===== src/rtl/alu_pkg.sv =====
// alu_pkg -- constants shared by the ALU and its iterative multiply/divide
// unit: the opcode values for MUL and DIV, the final iteration index of the
// 32-step loop, and the FSM state encoding.
package alu_pkg;

  localparam logic [4:0] OP_MUL    = 5'd2;
  localparam logic [4:0] OP_DIV    = 5'd3;

  // RUN performs one iteration per cycle; this is the index of the last one.
  localparam logic [4:0] LAST_ITER = 5'd31;

  typedef enum logic [1:0] {
    ST_IDLE = 2'd0,
    ST_RUN  = 2'd1,
    ST_FIX  = 2'd2,
    ST_DONE = 2'd3
  } state_e;

endpackage


===== src/rtl/alu_muldiv.sv =====
// alu_muldiv -- iterative signed 32x32 multiply (radix-2 Booth) and signed
// 32/32 divide (restoring, on magnitudes) sharing one 64-bit accumulator.
//
// Ports:
//   clk          rising-edge clock
//   rst          synchronous active-high reset
//   start        operation request, sampled only while idle
//   OpCode[4:0]  2 = MUL, 3 = DIV, anything else completes at once with C = 0
//   A[31:0]      multiplicand / dividend, captured when start is accepted
//   B[31:0]      multiplier / divisor, captured when start is accepted
//   busy         high whenever the FSM is not idle
//   done         one-cycle pulse when C is valid
//   C[63:0]      MUL: {hi, lo}; DIV: {remainder, quotient}; held until next done
//   div_by_zero  set with done for DIV by zero, held with C
//
// Iterative ops take 32 RUN cycles plus one FIX cycle, so done is seen 34
// cycles after start is sampled; DIV by zero and unknown opcodes skip
// straight to DONE and finish one cycle after start.
module alu_muldiv
  import alu_pkg::*;
(
  input  logic        clk,
  input  logic        rst,
  input  logic        start,
  input  logic [4:0]  OpCode,
  input  logic [31:0] A,
  input  logic [31:0] B,
  output logic        busy,
  output logic        done,
  output logic [63:0] C,
  output logic        div_by_zero
);

  state_e      state_q, state_d;
  logic [4:0]  cnt_q, cnt_d;
  logic [4:0]  op_q, op_d;
  logic [31:0] a_q, a_d;
  logic [31:0] b_q, b_d;
  logic [63:0] acc_q, acc_d;
  logic        q1_q, q1_d;
  logic [63:0] c_q, c_d;
  logic        dbz_q, dbz_d;

  logic [31:0] quo_fix, rem_fix;

  // Two's-complement magnitude; 32'h80000000 maps to itself, which is the
  // correct unsigned magnitude 2^31.
  function automatic logic [31:0] mag32(input logic [31:0] v);
    return v[31] ? (~v + 32'd1) : v;
  endfunction

  function automatic logic [31:0] cond_neg(input logic [31:0] v, input logic neg);
    return neg ? (~v + 32'd1) : v;
  endfunction

  // One Booth step on {hi, lo, q-1}. The add/subtract is done at 33 bits so
  // that hi - (-2^31) cannot overflow; the arithmetic shift then brings the
  // high half back into 32 bits.
  function automatic logic [64:0] booth_step(input logic [63:0] acc,
                                             input logic        q1,
                                             input logic [31:0] mcand);
    logic [32:0] hi;
    hi = {acc[63], acc[63:32]};
    case ({acc[0], q1})
      2'b01:   hi = hi + {mcand[31], mcand};
      2'b10:   hi = hi - {mcand[31], mcand};
      default: hi = hi;
    endcase
    return {hi, acc[31:1], acc[0]};
  endfunction

  // One restoring step on {rem, quo}: shift left, trial-subtract the divisor
  // from the partial remainder, keep the difference when it is non-negative.
  function automatic logic [63:0] restore_step(input logic [63:0] acc,
                                               input logic [31:0] dvsr);
    logic [32:0] rem_sh;
    logic [32:0] trial;
    rem_sh = acc[63:31];
    trial  = rem_sh - {1'b0, dvsr};
    if (!trial[32]) begin
      return {trial[31:0], acc[30:0], 1'b1};
    end
    return {rem_sh[31:0], acc[30:0], 1'b0};
  endfunction

  // Sign correction for DIV: quotient negative when operand signs differ,
  // remainder follows the dividend. -2^31 / -1 wraps back to 32'h80000000.
  assign quo_fix = cond_neg(acc_q[31:0], a_q[31] ^ b_q[31]);
  assign rem_fix = cond_neg(acc_q[63:32], a_q[31]);

  always_ff @(posedge clk) begin
    if (rst) begin
      state_q <= ST_IDLE;
      cnt_q   <= '0;
      op_q    <= '0;
      a_q     <= '0;
      b_q     <= '0;
      acc_q   <= '0;
      q1_q    <= 1'b0;
      c_q     <= '0;
      dbz_q   <= 1'b0;
    end else begin
      state_q <= state_d;
      cnt_q   <= cnt_d;
      op_q    <= op_d;
      a_q     <= a_d;
      b_q     <= b_d;
      acc_q   <= acc_d;
      q1_q    <= q1_d;
      c_q     <= c_d;
      dbz_q   <= dbz_d;
    end
  end

  always_comb begin
    state_d = state_q;
    cnt_d   = cnt_q;
    op_d    = op_q;
    a_d     = a_q;
    b_d     = b_q;
    acc_d   = acc_q;
    q1_d    = q1_q;
    c_d     = c_q;
    dbz_d   = dbz_q;

    unique case (state_q)
      ST_IDLE: begin
        if (start) begin
          a_d   = A;
          b_d   = B;
          op_d  = OpCode;
          cnt_d = '0;
          q1_d  = 1'b0;
          if (OpCode == OP_MUL) begin
            acc_d   = {32'b0, B};
            state_d = ST_RUN;
          end else if (OpCode == OP_DIV && B != 32'd0) begin
            acc_d   = {32'b0, mag32(A)};
            state_d = ST_RUN;
          end else if (OpCode == OP_DIV) begin
            c_d     = {A, 32'hFFFF_FFFF};
            dbz_d   = 1'b1;
            state_d = ST_DONE;
          end else begin
            c_d     = '0;
            dbz_d   = 1'b0;
            state_d = ST_DONE;
          end
        end
      end

      ST_RUN: begin
        if (op_q == OP_MUL) begin
          {acc_d, q1_d} = booth_step(acc_q, q1_q, a_q);
        end else begin
          acc_d = restore_step(acc_q, mag32(b_q));
        end
        cnt_d = cnt_q + 5'd1;
        if (cnt_q == LAST_ITER) begin
          state_d = ST_FIX;
        end
      end

      ST_FIX: begin
        c_d     = (op_q == OP_MUL) ? acc_q : {rem_fix, quo_fix};
        dbz_d   = 1'b0;
        state_d = ST_DONE;
      end

      ST_DONE: begin
        state_d = ST_IDLE;
      end

      default: begin
        state_d = ST_IDLE;
      end
    endcase

    busy        = (state_q != ST_IDLE);
    done        = (state_q == ST_DONE);
    C           = c_q;
    div_by_zero = dbz_q;
  end

endmodule


===== config.mk =====
export PLATFORM = sky130hd
export DESIGN_NAME = alu_muldiv
export DESIGN_NICKNAME = d
export VERILOG_FILES = /design/src/rtl/alu_pkg.sv /design/src/rtl/alu_muldiv.sv
export SDC_FILE = /design/constraint.sdc
export NUM_CORES = 1
export LEC_CHECK = 0
export CAP_MARGIN = 40
export CORE_MARGIN = 8
export CORE_UTILIZATION = 38
export CTS_CLUSTER_SIZE = 28
export DETAILED_ROUTE_END_ITERATION = 16
export MAX_ROUTING_LAYER = met4
export PLACE_DENSITY = 0.63
export SYNTH_ARGS = -nofsm -noshare
export SYNTH_HDL_FRONTEND = slang
export SYNTH_SLANG_ARGS = --single-unit

===== constraint.sdc =====
create_clock -name clk -period 5.71 [get_ports clk]
set_clock_uncertainty 0.1 [all_clocks]
set_input_delay 1.142 -clock clk [delete_from_list [all_inputs] [get_ports clk]]
set_output_delay 1.142 -clock clk [all_outputs]
set_load 0.02 [all_outputs]

Word level (Yosys, flattened, before mapping). Cells that the tools add are included.

$add $sub $neg: 8. Eq/ne operators: 16. Muxes and demuxes: 36. Bitwise gates (word level): 5. Reductions and logical operators: 13.

Operator list (number): $mux W64 (11); $pmux W64 S2 (2); $add A32 B1 Y32 const B (4); $mux W32 (4); $not A32 Y32 (4); $pmux W33 S2 (1); $add A32 B32 Y33 (1); $sub A32 B32 Y33 (1); $sub A33 B32 Y33 (1); $reduce_bool A32 Y1 (1); $eq A5 B2 Y1 const B (3); $ne A2 B2 Y1 const B (5); $pmux W5 S2 (1); $mux W1 (9); $mux W2 (4); $pmux W2 S4 (1); $reduce_and A4 Y1 (2); $eq A2 B2 Y1 const B (3); $reduce_and A2 Y1 (3); $reduce_and A3 Y1 (2); $reduce_bool A2 Y1 (3); $add A5 B1 Y5 const B (1); $eq A5 B5 Y1 const B (1); $mux W5 (1); other kinds (7) (9).

Bits in registers: 206. Output and inout port bits: 67. Word-level logic and storage cells: 88.

Longest topological paths before layout.
Depth in word-level cells: 10. Mapped depth: 22. Depth with buffers taken out: 21.

Least setup slack after synthesis. Ideal clock, no wire load.

Path type: register to register. Start point: register b_q[8]. End point: register acc_q[48]. Data arrival time: 5.094 ns. Required time: 5.493 ns. Slack: 0.398 ns. Stages on the path, launching flop included: 19. Buffers on the path: 2. Clock period less this slack: 5.312 ns. Path through: dfxtp_1 > or4_4 > nor4_2 > nand3_1 > or4_1 > or3_1 > or4_4 > o21ai_0 > xor2_1 > ha_1 > clkbuf_1 > nand4_1 > a2111oi_0 > nor2_1 > o311ai_2 > buf_2 > mux2i_1 > nand2_1 > a32o_1.

Longest elaborated chain between the ends: 10. Elaborated cells on any way between the ends: 11. Those cells by class: 2 x add/sub; 8 x mux; 1 x bitwise.

Ends and longest elaborated chain: from (decl) (line alu_muldiv.sv:38) `logic [31:0] b_q, b_d;`; from (signal assigned) (line alu_muldiv.sv:97) `b_q <= '0;`; from (signal assigned) (line alu_muldiv.sv:107) `b_q <= b_d;`; $not A32 Y32 (line alu_muldiv.sv:49) `return v[31] ? (~v + 32'd1) : v;`; $add A32 B1 Y32 (line alu_muldiv.sv:49); $mux W32 (*) (line alu_muldiv.sv:49); $sub A33 B32 Y33 (*) (line alu_muldiv.sv:79) `trial = rem_sh - {1'b0, dvsr};`; $mux W1 (line alu_muldiv.sv:80) `if (!trial[32]) begin`; $mux W1 (line alu_muldiv.sv:153) `if (op_q == OP_MUL) begin`; $mux W1 (line alu_muldiv.sv:126) `unique case (state_q)`; $mux W64 (*) (line alu_muldiv.sv:83) `return {rem_sh[31:0], acc[30:0], 1'b0};`; $mux W64 (*) (line alu_muldiv.sv:153); $pmux W64 S2 (*) (line alu_muldiv.sv:126); to (signal assigned) (line alu_muldiv.sv:98) `acc_q <= '0;`; to (signal assigned) (line alu_muldiv.sv:108) `acc_q <= acc_d;`; to (decl) (line alu_muldiv.sv:39) `logic [63:0] acc_q, acc_d;`.

Every way passes the cells marked *; elsewhere a longest branch is shown, timed or not. The select of a mux whose other input is x is not followed. A chain may end at the register's enable or synchronous reset.

Final worst setup path.
Start point: register b_q[8]. End point: register acc_q[52].

The elaborated chain is that of the path after synthesis.

==> metrics.txt <==
Die Span Y 219.6 um; starting density of the core 38.58%; Max Freq 188.2 MHz; mean number of vias per cell 5.850; Yosys warning count 0; Mapped Cells 2164; total grt overflow 0; clk buf depth 3; Tcrit/Tclk final 93.07%; slowest stage delay, CP 0.59 ns; WL final 56.19 mm; first-pass GRT wire length 88.32 mm; Setup crit start kind flop; Post-synth ARST share 0%; peak ir drop on the vdd network 0.0002277 V; post-placement cell count 2727; die width 219.6 um; final hold slack 0.3586 ns; syn avg cell area 7.279 um2; most common cell after layout, fill and taps aside nand2_1; sequential fraction of the synthesis area 26.18%; Crit Path Max Fanout 20; Num CTS Buffers 26; Sink Count 206; final setup fails 0; Post-Syn Nets 2314; clock latency on the worst-skew pair 0.55 ns; Max Slew Vio Count 0; share of layout cells above drive strength 1 6.283%; fin area 0.01868 mm2; worst hold path type flop to flop; Boundary Pins 139; Netlist cell types 75; core area 0.04083 mm2; Net count, final 2375; most used flip-flop cell after synthesis dfxtp_1; Critical Path RT 6.04 ns; Worst Max-Slew Pin Slew 1.032 ns; first-pass detailed-route iteration total 6; Final min period 5.314 ns; Critical Path End Type flop; PortBufs 138; number of synthesized flops with an enable pin 0; final setup margin 0.3960 ns; Iter 0 DRT Violations 1443; routed via count 16250; synthesized area 0.01575 mm2; # DRC 0; vias in the first global route 15410; CTS clk-pin slew, worst paths 0.06 ns; DP Area 0.01772 mm2; Routed WL per cell 20.23 um; largest net degree at the start of global routing 107; Final Non-Filler Cells 2778; initial antenna violation count 2; row cnt 74; CTS tree built; dpl ws 0.2173 ns; total track usage 23.18%; Die Footprint 0.04822 mm2; status finished, final reports clean; flip-flop and latch count after synthesis 206; crit path DAT 5.64 ns; hold buffer count at cts 0; Final Hold Viols 0; Layout area overhead 18.61%; Slowest-stage cell, CP or4_4; Final ANT Viol Nets 0; leakage power total 7.120 nW; Max Cap Violations 0; DP Wirelength 42.24 mm; critical path type flop to flop; PD cells 480.4 mW/mm2; normalized max-slew margin 30.54%; Cell Chain, Critical Path or4_4 > nor4_4 > nand3_1 > or4_1 > or3_1 > or4_4 > o41ai_2 > xor2_1 > ha_1 > a21o_1 > a21oi_2 > nand3b_1 > or3_1 > o311ai_4 > buf_4 > buf_12 > mux2i_2 > nand2_1 > a32o_1; most frequent cells in the layout 363 x nand2_1, 229 x a21oi_1, 206 x dfxtp_1; Root Buffer Master clkbuf_16; H-tree depth 1; GP Congestion 0.9184
registers in the layout (all words and copies together), names as in the netlist:
register,flops
C,64
acc_q,64
a_q,32
b_q,32
cnt_q,5
op_q,5
state_q,2
div_by_zero,1
q1_q,1
cells in the mapped netlist, drive strengths merged, types with 21 or more instances:
| library cell | instances | share of area [%] |
|---|---|---|
| o31ai | 30 | 1.5 |
| nand3 | 58 | 1.8 |
| xor2 | 98 | 5.4 |
| ha | 76 | 6.0 |
| a21oi | 231 | 7.3 |
| nor4 | 22 | 0.91 |
| nor2 | 189 | 4.5 |
| xnor2 | 105 | 5.8 |
| a222oi | 21 | 1.3 |
| a211oi | 40 | 1.9 |
| inv | 44 | 1.0 |
| a21o | 32 | 1.5 |
| mux2i | 26 | 1.7 |
| o211ai | 25 | 1.2 |
| a31oi | 31 | 1.2 |
| nor3 | 63 | 2.1 |
| clkbuf | 145 | 3.5 |
| dfxtp | 206 | 26 |
| o21ai | 97 | 3.1 |
| nand2 | 364 | 8.7 |
power by group:
| group | total, W | switching [W] | internal (W) |
|---|---|---|---|
| sequential | 0.00200 | 0.000318 | 0.00169 |
| clock | 0.00175 | 0.000675 | 0.00107 |
| combinational | 0.00522 | 0.00311 | 0.00212 |
| total | 0.00898 | 0.00410 | 0.00488 |
area by class of cell:
class                      count  area, um2
timing repair buffer         191       1851
clock inverter                 8      117.6
clock buffer                  39      780.7
sequential                   206       4124
antenna                        2      5.005
multi-input combinational   1756      10970
tap                          532      665.6
fill                        4151      22150
inverter                      44      165.2
worst paths after layout:
check,start,endpoint,slack [ns],cells past startpoint
worst min register to register,op_q[4]$_SDFFE_PP0P_,op_q[4]$_SDFFE_PP0P_,0.36,2
worst max register to register,b_q[8]$_SDFFE_PP0P_,acc_q[52]$_SDFFE_PP0P_,0.40,19
worst max-delay path,b_q[8]$_SDFFE_PP0P_,acc_q[52]$_SDFFE_PP0P_,0.40,19
worst min-delay path,op_q[4]$_SDFFE_PP0P_,op_q[4]$_SDFFE_PP0P_,0.36,2
cells by family (layout without fill, tap and decap cells):
group / after synthesis / after routing / synth area share, %
xor+xnor: 203 / 203 / 11.29
simple gates: 810 / 810 / 23.09
compound gates: 633 / 633 / 26.14
other cells: 0 / 2 / 0
flops: 206 / 206 / 26.18
fa+ha+maj: 78 / 78 / 6.291
buf+inv: 202 / 282 / 4.925
mux: 32 / 32 / 2.081
critical path: cells and delay by family (launching register included):
family / cells / cell delay, ns
AOI/OAI and AO/OA: 5 / 0.99
xor gates and xnor gates: 1 / 0.18
adders and majority gates: 1 / 0.25
buffers and inverters: 2 / 0.37
DFF: 1 / 0.36
muxes: 1 / 0.21
and+or+nand+nor: 9 / 2.72
per-stage QoR:
step | power [W] | util (%) | TNS (ns)
finish | 0.008976 | 45.76 | 0
global route | 0.009623 | 45.76 | -0.001400
CTS | 0.008936 | 45.60 | 0
detailed placement | 0.007166 | 43.40 | 0
global placement | 0.007071 | 43.28 | 0
floorplan | 0.005661 | - | 0
routing by layer:
layer | global-route usage (%) | part of all wire (%) | vias to the layer above
met2 | 37.29 | 46 | 509
met4 | 5.259 | 2.2 | 0
met1 | 30.65 | 45 | 7761
li1 | - | - | 7909
met5 | - | 0 | -
met3 | 3.222 | 6.5 | 71
repair_timing:
item,in CTS,in global routing
buffers inserted,0,2
resized for setup,0,10
setup endpoints to repair,0,32
hold endpoints to repair,0,0
No activity file was read; power rests on OpenSTA's default activity.
